[config.mk]
export PLATFORM = sky130hd
export DESIGN_NAME = vgafb_scangen_flat
export DESIGN_NICKNAME = d
export VERILOG_FILES = /design/src/rtl/vgafb_scangen_if.sv /design/src/rtl/vgafb_scangen.sv /design/src/flat_wrapper.sv
export SDC_FILE = /design/constraint.sdc
export NUM_CORES = 1
export LEC_CHECK = 0
export CAP_MARGIN = 20
export CORE_MARGIN = 8
export CORE_UTILIZATION = 57
export CTS_CLUSTER_SIZE = 20
export DETAILED_ROUTE_END_ITERATION = 8
export HOLD_SLACK_MARGIN = 0.03
export PLACE_DENSITY = 0.92
export SLEW_MARGIN = 40
export SYNTH_ARGS = -nofsm -noshare
export SYNTH_HDL_FRONTEND = slang
export SYNTH_SLANG_ARGS = --single-unit
[constraint.sdc]
create_clock -name sys_clk -period 6.57 [get_ports sys_clk]
set_clock_uncertainty 0.1 [all_clocks]
set_input_delay 1.314 -clock sys_clk [delete_from_list [all_inputs] [get_ports sys_clk]]
set_output_delay 1.314 -clock sys_clk [all_outputs]
set_load 0.05 [all_outputs]
[src/rtl/vgafb_scangen_if.sv]
// Stream bundle between the raster generator, its pixel source and the output FIFO.
// Latency: n/a (wires only).
// Backpressure: pix_ack tells the source a pixel was taken; out_ready stalls the output beat.
//
// Ports (master = generator side):
//   pix_valid/pix_data in, pix_ack out       upstream pixel stream
//   out_valid out, out_ready in              output beat handshake
//   out_data, out_hsync, out_vsync, out_de,
//   out_sof, out_sol, line_idx out           output beat payload and fetch line
interface vgafb_scangen_if #(
    parameter int CNT_WIDTH   = 12,
    parameter int PIXEL_WIDTH = 16
);
    logic                   pix_valid;
    logic [PIXEL_WIDTH-1:0] pix_data;
    logic                   pix_ack;
    logic                   out_valid;
    logic                   out_ready;
    logic [PIXEL_WIDTH-1:0] out_data;
    logic                   out_hsync;
    logic                   out_vsync;
    logic                   out_de;
    logic                   out_sof;
    logic                   out_sol;
    logic [CNT_WIDTH-1:0]   line_idx;

    modport master (
        input  pix_valid, pix_data, out_ready,
        output pix_ack, out_valid, out_data, out_hsync, out_vsync,
               out_de, out_sof, out_sol, line_idx
    );

    modport slave (
        output pix_valid, pix_data, out_ready,
        input  pix_ack, out_valid, out_data, out_hsync, out_vsync,
               out_de, out_sof, out_sol, line_idx
    );
endinterface

[src/rtl/vgafb_scangen.sv]
// Programmable H/V raster walker merging an upstream pixel stream into blanking, one beat per position.
// Latency: one cycle from an advance to the registered output beat.
// Backpressure: a held beat (out_valid & ~out_ready) freezes raster and outputs; a starved active pixel stalls the raster.
//
// Ports:
//   sys_clk, sys_rst_n        clock, asynchronous active-low reset
//   en                        generator enable; low parks the raster at (0,0) and tracks cfg
//   cfg_h*/cfg_v*, cfg_dscan  raster timing (scan = last count) and line-doubling mode
//   bus (master)              pixel input, output beat stream and line_idx
module vgafb_scangen #(
    parameter int CNT_WIDTH   = 12,
    parameter int PIXEL_WIDTH = 16,
    parameter bit HSYNC_POL   = 1'b0,
    parameter bit VSYNC_POL   = 1'b0
) (
    input  logic                 sys_clk,
    input  logic                 sys_rst_n,
    input  logic                 en,
    input  logic [CNT_WIDTH-1:0] cfg_hres,
    input  logic [CNT_WIDTH-1:0] cfg_hsync_start,
    input  logic [CNT_WIDTH-1:0] cfg_hsync_end,
    input  logic [CNT_WIDTH-1:0] cfg_hscan,
    input  logic [CNT_WIDTH-1:0] cfg_vres,
    input  logic [CNT_WIDTH-1:0] cfg_vsync_start,
    input  logic [CNT_WIDTH-1:0] cfg_vsync_end,
    input  logic [CNT_WIDTH-1:0] cfg_vscan,
    input  logic                 cfg_dscan,
    vgafb_scangen_if.master      bus
);

    // Idle (inactive) level of each sync output.
    localparam logic HS_IDLE = ~HSYNC_POL;
    localparam logic VS_IDLE = ~VSYNC_POL;
    localparam logic [CNT_WIDTH-1:0] CNT_ONE = CNT_WIDTH'(1);

    typedef struct packed {
        logic [CNT_WIDTH-1:0] hres;
        logic [CNT_WIDTH-1:0] hsync_start;
        logic [CNT_WIDTH-1:0] hsync_end;
        logic [CNT_WIDTH-1:0] hscan;
        logic [CNT_WIDTH-1:0] vres;
        logic [CNT_WIDTH-1:0] vsync_start;
        logic [CNT_WIDTH-1:0] vsync_end;
        logic [CNT_WIDTH-1:0] vscan;
        logic                 dscan;
    } cfg_t;

    // ------------------------------------------------------------------
    // State
    // ------------------------------------------------------------------
    cfg_t                   cfg_q, cfg_d;        // shadow timing used by the raster
    logic                   load_pend_q;         // shadows not yet loaded since reset
    logic [CNT_WIDTH-1:0]   h_q, h_d;
    logic [CNT_WIDTH-1:0]   v_q, v_d;
    logic [CNT_WIDTH-1:0]   lidx_q, lidx_d;
    logic                   ovld_q, ovld_d;
    logic [PIXEL_WIDTH-1:0] odata_q, odata_d;
    logic                   ode_q, ode_d;
    logic                   ohs_q, ohs_d;
    logic                   ovs_q, ovs_d;
    logic                   osof_q, osof_d;
    logic                   osol_q, osol_d;

    // ------------------------------------------------------------------
    // Position decode and handshake
    // ------------------------------------------------------------------
    cfg_t cfg_in;
    logic run;
    logic act, hs, vs;
    logic h_last, v_last;
    logic slot, adv, cfg_load;

    always_comb begin
        cfg_in.hres        = cfg_hres;
        cfg_in.hsync_start = cfg_hsync_start;
        cfg_in.hsync_end   = cfg_hsync_end;
        cfg_in.hscan       = cfg_hscan;
        cfg_in.vres        = cfg_vres;
        cfg_in.vsync_start = cfg_vsync_start;
        cfg_in.vsync_end   = cfg_vsync_end;
        cfg_in.vscan       = cfg_vscan;
        cfg_in.dscan       = cfg_dscan;
    end

    // The first clock after reset only captures the shadows; walking the
    // raster on the reset-value timing would emit a bogus origin beat.
    assign run = en & ~load_pend_q;

    assign act = (h_q < cfg_q.hres) & (v_q < cfg_q.vres);
    // start >= end makes both ranges empty, i.e. no pulse.
    assign hs  = (h_q >= cfg_q.hsync_start) & (h_q < cfg_q.hsync_end);
    assign vs  = (v_q >= cfg_q.vsync_start) & (v_q < cfg_q.vsync_end);

    assign h_last = (h_q == cfg_q.hscan);
    assign v_last = (v_q == cfg_q.vscan);

    // The output register can take a new beat when empty or draining now.
    assign slot = ~ovld_q | bus.out_ready;
    // Blank positions never wait for the pixel source.
    assign adv  = run & slot & (~act | bus.pix_valid);
    assign bus.pix_ack = run & slot & act & bus.pix_valid;

    // Shadows follow cfg while parked and are re-armed only as the final
    // position of a frame is emitted, so a frame always uses one timing set.
    assign cfg_load = ~run | (adv & h_last & v_last);

    // ------------------------------------------------------------------
    // Next state
    // ------------------------------------------------------------------
    always_comb begin
        cfg_d   = cfg_q;
        h_d     = h_q;
        v_d     = v_q;
        lidx_d  = lidx_q;
        ovld_d  = ovld_q;
        odata_d = odata_q;
        ode_d   = ode_q;
        ohs_d   = ohs_q;
        ovs_d   = ovs_q;
        osof_d  = osof_q;
        osol_d  = osol_q;

        if (cfg_load) begin
            cfg_d = cfg_in;
        end

        if (!run) begin
            h_d    = '0;
            v_d    = '0;
            lidx_d = '0;
        end else if (adv) begin
            h_d = h_last ? '0 : h_q + CNT_ONE;
            if (h_last) begin
                v_d    = v_last ? '0 : v_q + CNT_ONE;
                // Double-scan presents every upstream line twice.
                lidx_d = cfg_q.dscan ? (v_d >> 1) : v_d;
            end
        end

        if (adv) begin
            ovld_d  = 1'b1;
            odata_d = act ? bus.pix_data : '0;
            ode_d   = act;
            ohs_d   = hs ^ HS_IDLE;
            ovs_d   = vs ^ VS_IDLE;
            osof_d  = (h_q == '0) & (v_q == '0);
            osol_d  = (h_q == '0);
        end else if (bus.out_ready) begin
            // Beat drained with nothing to replace it; payload is left as-is.
            ovld_d = 1'b0;
        end
    end

    // ------------------------------------------------------------------
    // Registers
    // ------------------------------------------------------------------
    always_ff @(posedge sys_clk or negedge sys_rst_n) begin
        if (!sys_rst_n) begin
            cfg_q       <= '0;
            load_pend_q <= 1'b1;
            h_q         <= '0;
            v_q         <= '0;
            lidx_q      <= '0;
            ovld_q      <= 1'b0;
            odata_q     <= '0;
            ode_q       <= 1'b0;
            ohs_q       <= HS_IDLE;
            ovs_q       <= VS_IDLE;
            osof_q      <= 1'b0;
            osol_q      <= 1'b0;
        end else begin
            cfg_q       <= cfg_d;
            load_pend_q <= 1'b0;
            h_q         <= h_d;
            v_q         <= v_d;
            lidx_q      <= lidx_d;
            ovld_q      <= ovld_d;
            odata_q     <= odata_d;
            ode_q       <= ode_d;
            ohs_q       <= ohs_d;
            ovs_q       <= ovs_d;
            osof_q      <= osof_d;
            osol_q      <= osol_d;
        end
    end

    assign bus.out_valid = ovld_q;
    assign bus.out_data  = odata_q;
    assign bus.out_de    = ode_q;
    assign bus.out_hsync = ohs_q;
    assign bus.out_vsync = ovs_q;
    assign bus.out_sof   = osof_q;
    assign bus.out_sol   = osol_q;
    assign bus.line_idx  = lidx_q;

endmodule

[src/flat_wrapper.sv]
// flat-port wrapper written by rule: the top's interface ports become plain ports
module vgafb_scangen_flat 
#(
    parameter int CNT_WIDTH   = 12,
    parameter int PIXEL_WIDTH = 16,
    parameter bit HSYNC_POL   = 1'b0,
    parameter bit VSYNC_POL   = 1'b0
)
  (sys_clk, sys_rst_n, en, cfg_hres, cfg_hsync_start, cfg_hsync_end, cfg_hscan, cfg_vres, cfg_vsync_start, cfg_vsync_end, cfg_vscan, cfg_dscan, bus_pix_valid, bus_pix_data, bus_out_ready, bus_pix_ack, bus_out_valid, bus_out_data, bus_out_hsync, bus_out_vsync, bus_out_de, bus_out_sof, bus_out_sol, bus_line_idx);
  vgafb_scangen_if #(.CNT_WIDTH(CNT_WIDTH), .PIXEL_WIDTH(PIXEL_WIDTH)) bus_i ();
  input  logic sys_clk;
  input  logic sys_rst_n;
  input  logic en;
  input  logic [CNT_WIDTH-1:0] cfg_hres;
  input  logic [CNT_WIDTH-1:0] cfg_hsync_start;
  input  logic [CNT_WIDTH-1:0] cfg_hsync_end;
  input  logic [CNT_WIDTH-1:0] cfg_hscan;
  input  logic [CNT_WIDTH-1:0] cfg_vres;
  input  logic [CNT_WIDTH-1:0] cfg_vsync_start;
  input  logic [CNT_WIDTH-1:0] cfg_vsync_end;
  input  logic [CNT_WIDTH-1:0] cfg_vscan;
  input  logic cfg_dscan;
  input wire logic [$bits(bus_i.pix_valid)-1:0] bus_pix_valid;
  input wire logic [$bits(bus_i.pix_data)-1:0] bus_pix_data;
  input wire logic [$bits(bus_i.out_ready)-1:0] bus_out_ready;
  output wire logic [$bits(bus_i.pix_ack)-1:0] bus_pix_ack;
  output wire logic [$bits(bus_i.out_valid)-1:0] bus_out_valid;
  output wire logic [$bits(bus_i.out_data)-1:0] bus_out_data;
  output wire logic [$bits(bus_i.out_hsync)-1:0] bus_out_hsync;
  output wire logic [$bits(bus_i.out_vsync)-1:0] bus_out_vsync;
  output wire logic [$bits(bus_i.out_de)-1:0] bus_out_de;
  output wire logic [$bits(bus_i.out_sof)-1:0] bus_out_sof;
  output wire logic [$bits(bus_i.out_sol)-1:0] bus_out_sol;
  output wire logic [$bits(bus_i.line_idx)-1:0] bus_line_idx;
  assign bus_i.pix_valid = bus_pix_valid;
  assign bus_i.pix_data = bus_pix_data;
  assign bus_i.out_ready = bus_out_ready;
  assign bus_pix_ack = bus_i.pix_ack;
  assign bus_out_valid = bus_i.out_valid;
  assign bus_out_data = bus_i.out_data;
  assign bus_out_hsync = bus_i.out_hsync;
  assign bus_out_vsync = bus_i.out_vsync;
  assign bus_out_de = bus_i.out_de;
  assign bus_out_sof = bus_i.out_sof;
  assign bus_out_sol = bus_i.out_sol;
  assign bus_line_idx = bus_i.line_idx;
  vgafb_scangen #(.CNT_WIDTH(CNT_WIDTH), .PIXEL_WIDTH(PIXEL_WIDTH), .HSYNC_POL(HSYNC_POL), .VSYNC_POL(VSYNC_POL)) u_core (.sys_clk(sys_clk), .sys_rst_n(sys_rst_n), .en(en), .cfg_hres(cfg_hres), .cfg_hsync_start(cfg_hsync_start), .cfg_hsync_end(cfg_hsync_end), .cfg_hscan(cfg_hscan), .cfg_vres(cfg_vres), .cfg_vsync_start(cfg_vsync_start), .cfg_vsync_end(cfg_vsync_end), .cfg_vscan(cfg_vscan), .cfg_dscan(cfg_dscan), .bus(bus_i));
endmodule
==> reports/metrics.yaml <==
outcome: "completed"
yosys.area.top_type_share_pct: 45.2
die_area_sq_um: 19000
internal_power_uw: 1940
powerDensity_nw_per_um2: 241
via_count: 6414
postCtsSetupBuffers: 0
viasPerCell: 5.83
avgSynthCellArea_sq_um: 11.1
p_clk_share_pct: 41.6
cts.repair.resized: 0
final_layout_size_suffix_gt1_share_pct: 15.0
pin_count: 153
htreeDepth: 4
crit_fanout: 18
cts_tree: "yes"
worst_pin_slew_ns: 0.791
routed_wirelength_um: 21500
ys_seq_area_share_pct: 46.2
slew-limit-headroom_pct: 47.1
cts.sinks: 156
synthMuxAreaShare_pct: 14.6
synth-xor-area-share_pct: 3.52
crit_type: "in -> out"
cts_buffer_depth: 2
max_freq_ghz: 0.191
synthArstFlopShare_pct: 100
nFillCells: 966
ys_types: 47
seq_area_sq_um: 3910
antenna_found_initial: 0
yosys.area_share.simple_pct: 9.77
ys_warn_count: 0
power_switching_uw: 666
synth_adder_area_share_pct: 10.6
arrival_ns: 3.81
drc: 0
rsz0062_at_grt: "no"
ant_nets: 0
die_w_um: 138
grt_start_max_net_pins: 82
power_frac_seq_pct: 41.9
die_h_um: 138
grt_first_pass_wirelength_um: 34700
min_path_type: "reg -> reg"
drt_iter0_markers: 460
synth_area_leaders: "dfrtp_1, ha_1, mux2_2"
hold_violations: 0
max_cap_viol_count: 0
area_growth_pct: 27.4
rows: 44
fin_crit_sh_pct: 79.5
synth_top_family_by_area: "multiplexers"
port_buffers: 152
clk_latency_ns: 0.43
synth.ff_latch_count: 156
diodes: 0
firstDrtPassIters: 5
fin_setup_tns_ns: 0
overflow: 0
synth_edf_count: 0
grt_usage_pct: 23.4
ctsHoldBuffers: 0
core_sq_um: 14500
yosys.area.top_type: "dfrtp_1"
worstPathRequired_ns: 5.16
p_sw_share_pct: 25.6
dp_cells: 1070
synth_compound_area_share_pct: 10.1
syn-num-nets: 950
clkTransAtPathRegs_ns: 0.06
first_global_vias: 7059
cts_root_buffer: "clkbuf_16"
period_needed_ns: 5.22
synth_cells: 760
peakVddDrop_uv: 190
synth_ff_type: "dfrtp_1"
start_util_pct: 58.3
multi_input_area_sq_um: 4160
crit_path_start_kind: "primary input"
leakagePower_uw: 0.00507
avgRoutedWirePerCell_um: 19.6
critPathCaptureType: "output port"
routabilityCongestion: 0.823
nets: 1095
drv_slew: 0
syn-cell-area_sq_um: 8470
finalSetupViolCount: 0
numCtsBuffers: 17
layout.cells.non_filler: 1100
detailedPlacementHpwl_um: 15300
combinationalPowerShare_pct: 16.5
## final timing paths
kind	startpoint	endpoint	slack, ns	cells past startpoint
max	en	bus_pix_ack	1.35	7
min	u_core.bus.out_de$_DFFE_PN0P_	u_core.bus.out_de$_DFFE_PN0P_	0.38	1
max reg2reg	u_core.v_q[9]$_DFFE_PN0P_	u_core.cfg_q[28]$_DFFE_PN0P_	2.77	8
min reg2reg	u_core.bus.out_de$_DFFE_PN0P_	u_core.bus.out_de$_DFFE_PN0P_	0.38	1
max in group asynchronous	sys_rst_n	u_core.cfg_q[51]$_DFFE_PN0P_	4.37	2
min in group asynchronous	sys_rst_n	u_core.cfg_q[76]$_DFFE_PN0P_	0.82	1
## cell type report
class	instances	area share [%]
well taps	184	2.13
clock buffers	20	4.23
inverters	73	2.54
multi-input cells	499	38.5
flip-flops and latches	156	36.2
repair buffers	158	14.6
clock inverters	10	1.75
## routing by layer
metal	routed length, um	global-route usage [%]	share of wire, %	vias up
met5	0	0	0	-
met4	595	11.0	2.8	0
met3	1390	6.09	6.4	53
met2	10800	39.4	50	224
met1	8730	27.5	41	3155
li1	-	-	-	2982
## metrics by stage
stage	total power, uW	util, %	hold WS (ns)	cell area [sq um]	setup slack, ns
finish	2600	74.2	0.375	10800	1.35
global route	2700	74.2	0.384	10800	1.20
CTS	2620	74.2	0.380	10800	1.33
detailed placement	1540	69.7	0.367	10100	1.33
global placement	1520	69.6	0.360	10100	1.47
floorplan	1340	-	0.358	8470	2.62
## critical path, stage by stage
cell,delay [ns]
clkdlybuf4s50_1,0.48
nand2b_1,0.19
nor2_1,0.42
nand2_1,0.12
nor3_2,0.19
buf_4,0.25
clkdlybuf4s50_1,0.84
## power groups by stage
stage                     clock network (uW)  registers, uW  logic [uW]
after global routing                    1140           1100         462
after detailed placement                   0           1100         433
after CTS                               1100           1090         436
final                                   1080           1090         431
after floorplan                            0           1180         165
after global placement                     0           1100         418
## flip-flops by register name, indices dropped and copies added, names as in the netlist, 12 cells and up
register / cells
u_core.bus.line_idx: 12
u_core.cfg_q: 97
u_core.v_q: 12
u_core.h_q: 12
u_core.bus.out_data: 16
## cell usage after synthesis, types with 2 or more instances
cell type / instances
xor2_1: 17
o41ai_1: 2
clkbuf_1: 17
o21ai_0: 27
nor2_1: 26
inv_1: 73
or3_1: 7
nor2b_1: 5
a22o_1: 19
a211oi_1: 6
and4_1: 2
xnor2_1: 17
a31oi_1: 2
nor4b_1: 2
nor3_2: 2
dfrtp_1: 153
ha_1: 72
nor3_1: 12
and3_1: 3
dfstp_2: 3
or4_1: 3
o31ai_1: 15
mux2i_1: 6
nand2b_1: 7
mux2_4: 20
buf_6: 4
nand3_1: 40
a21oi_1: 34
nand2_1: 28
nand4_1: 13
buf_2: 11
mux2_1: 10
nor4_1: 7
a21o_1: 10
o211ai_1: 6
mux2_2: 68
## cell families (layout without fill, tap and decap cells)
logic type / count (synthesis) / after routing
flip-flops: 156 / 156
XOR/XNOR: 34 / 34
adder cells (fa/ha/maj): 72 / 72
AO/OA/AOI/OAI: 128 / 128
AND/OR/NAND/NOR: 160 / 160
multiplexers: 104 / 104
buffers and inverters: 105 / 261
other: 1 / 1
## cells in the final DEF (no fill, tap or decap), drive strengths merged, types with 7 or more instances in the layout
cell type      Yosys  routed
mux2              98      98
buf               15       7
o31ai             16      16
dfrtp            153     153
a22o              19      19
nor3              14      14
inv               73      74
or3                7       7
xor2              17      17
nand4             13      13
ha                72      72
xnor2             17      17
nor4               7       7
a21oi             34      34
a211oi             7       7
o21ai             28      28
nor2              26      26
nand2             28      28
o211ai             7       7
nand2b             7       7
nand3             40      40
clkbuf            17      20
a21o              10      10
clkdlybuf4s50      0     151
(Power assumes the default switching activity.)
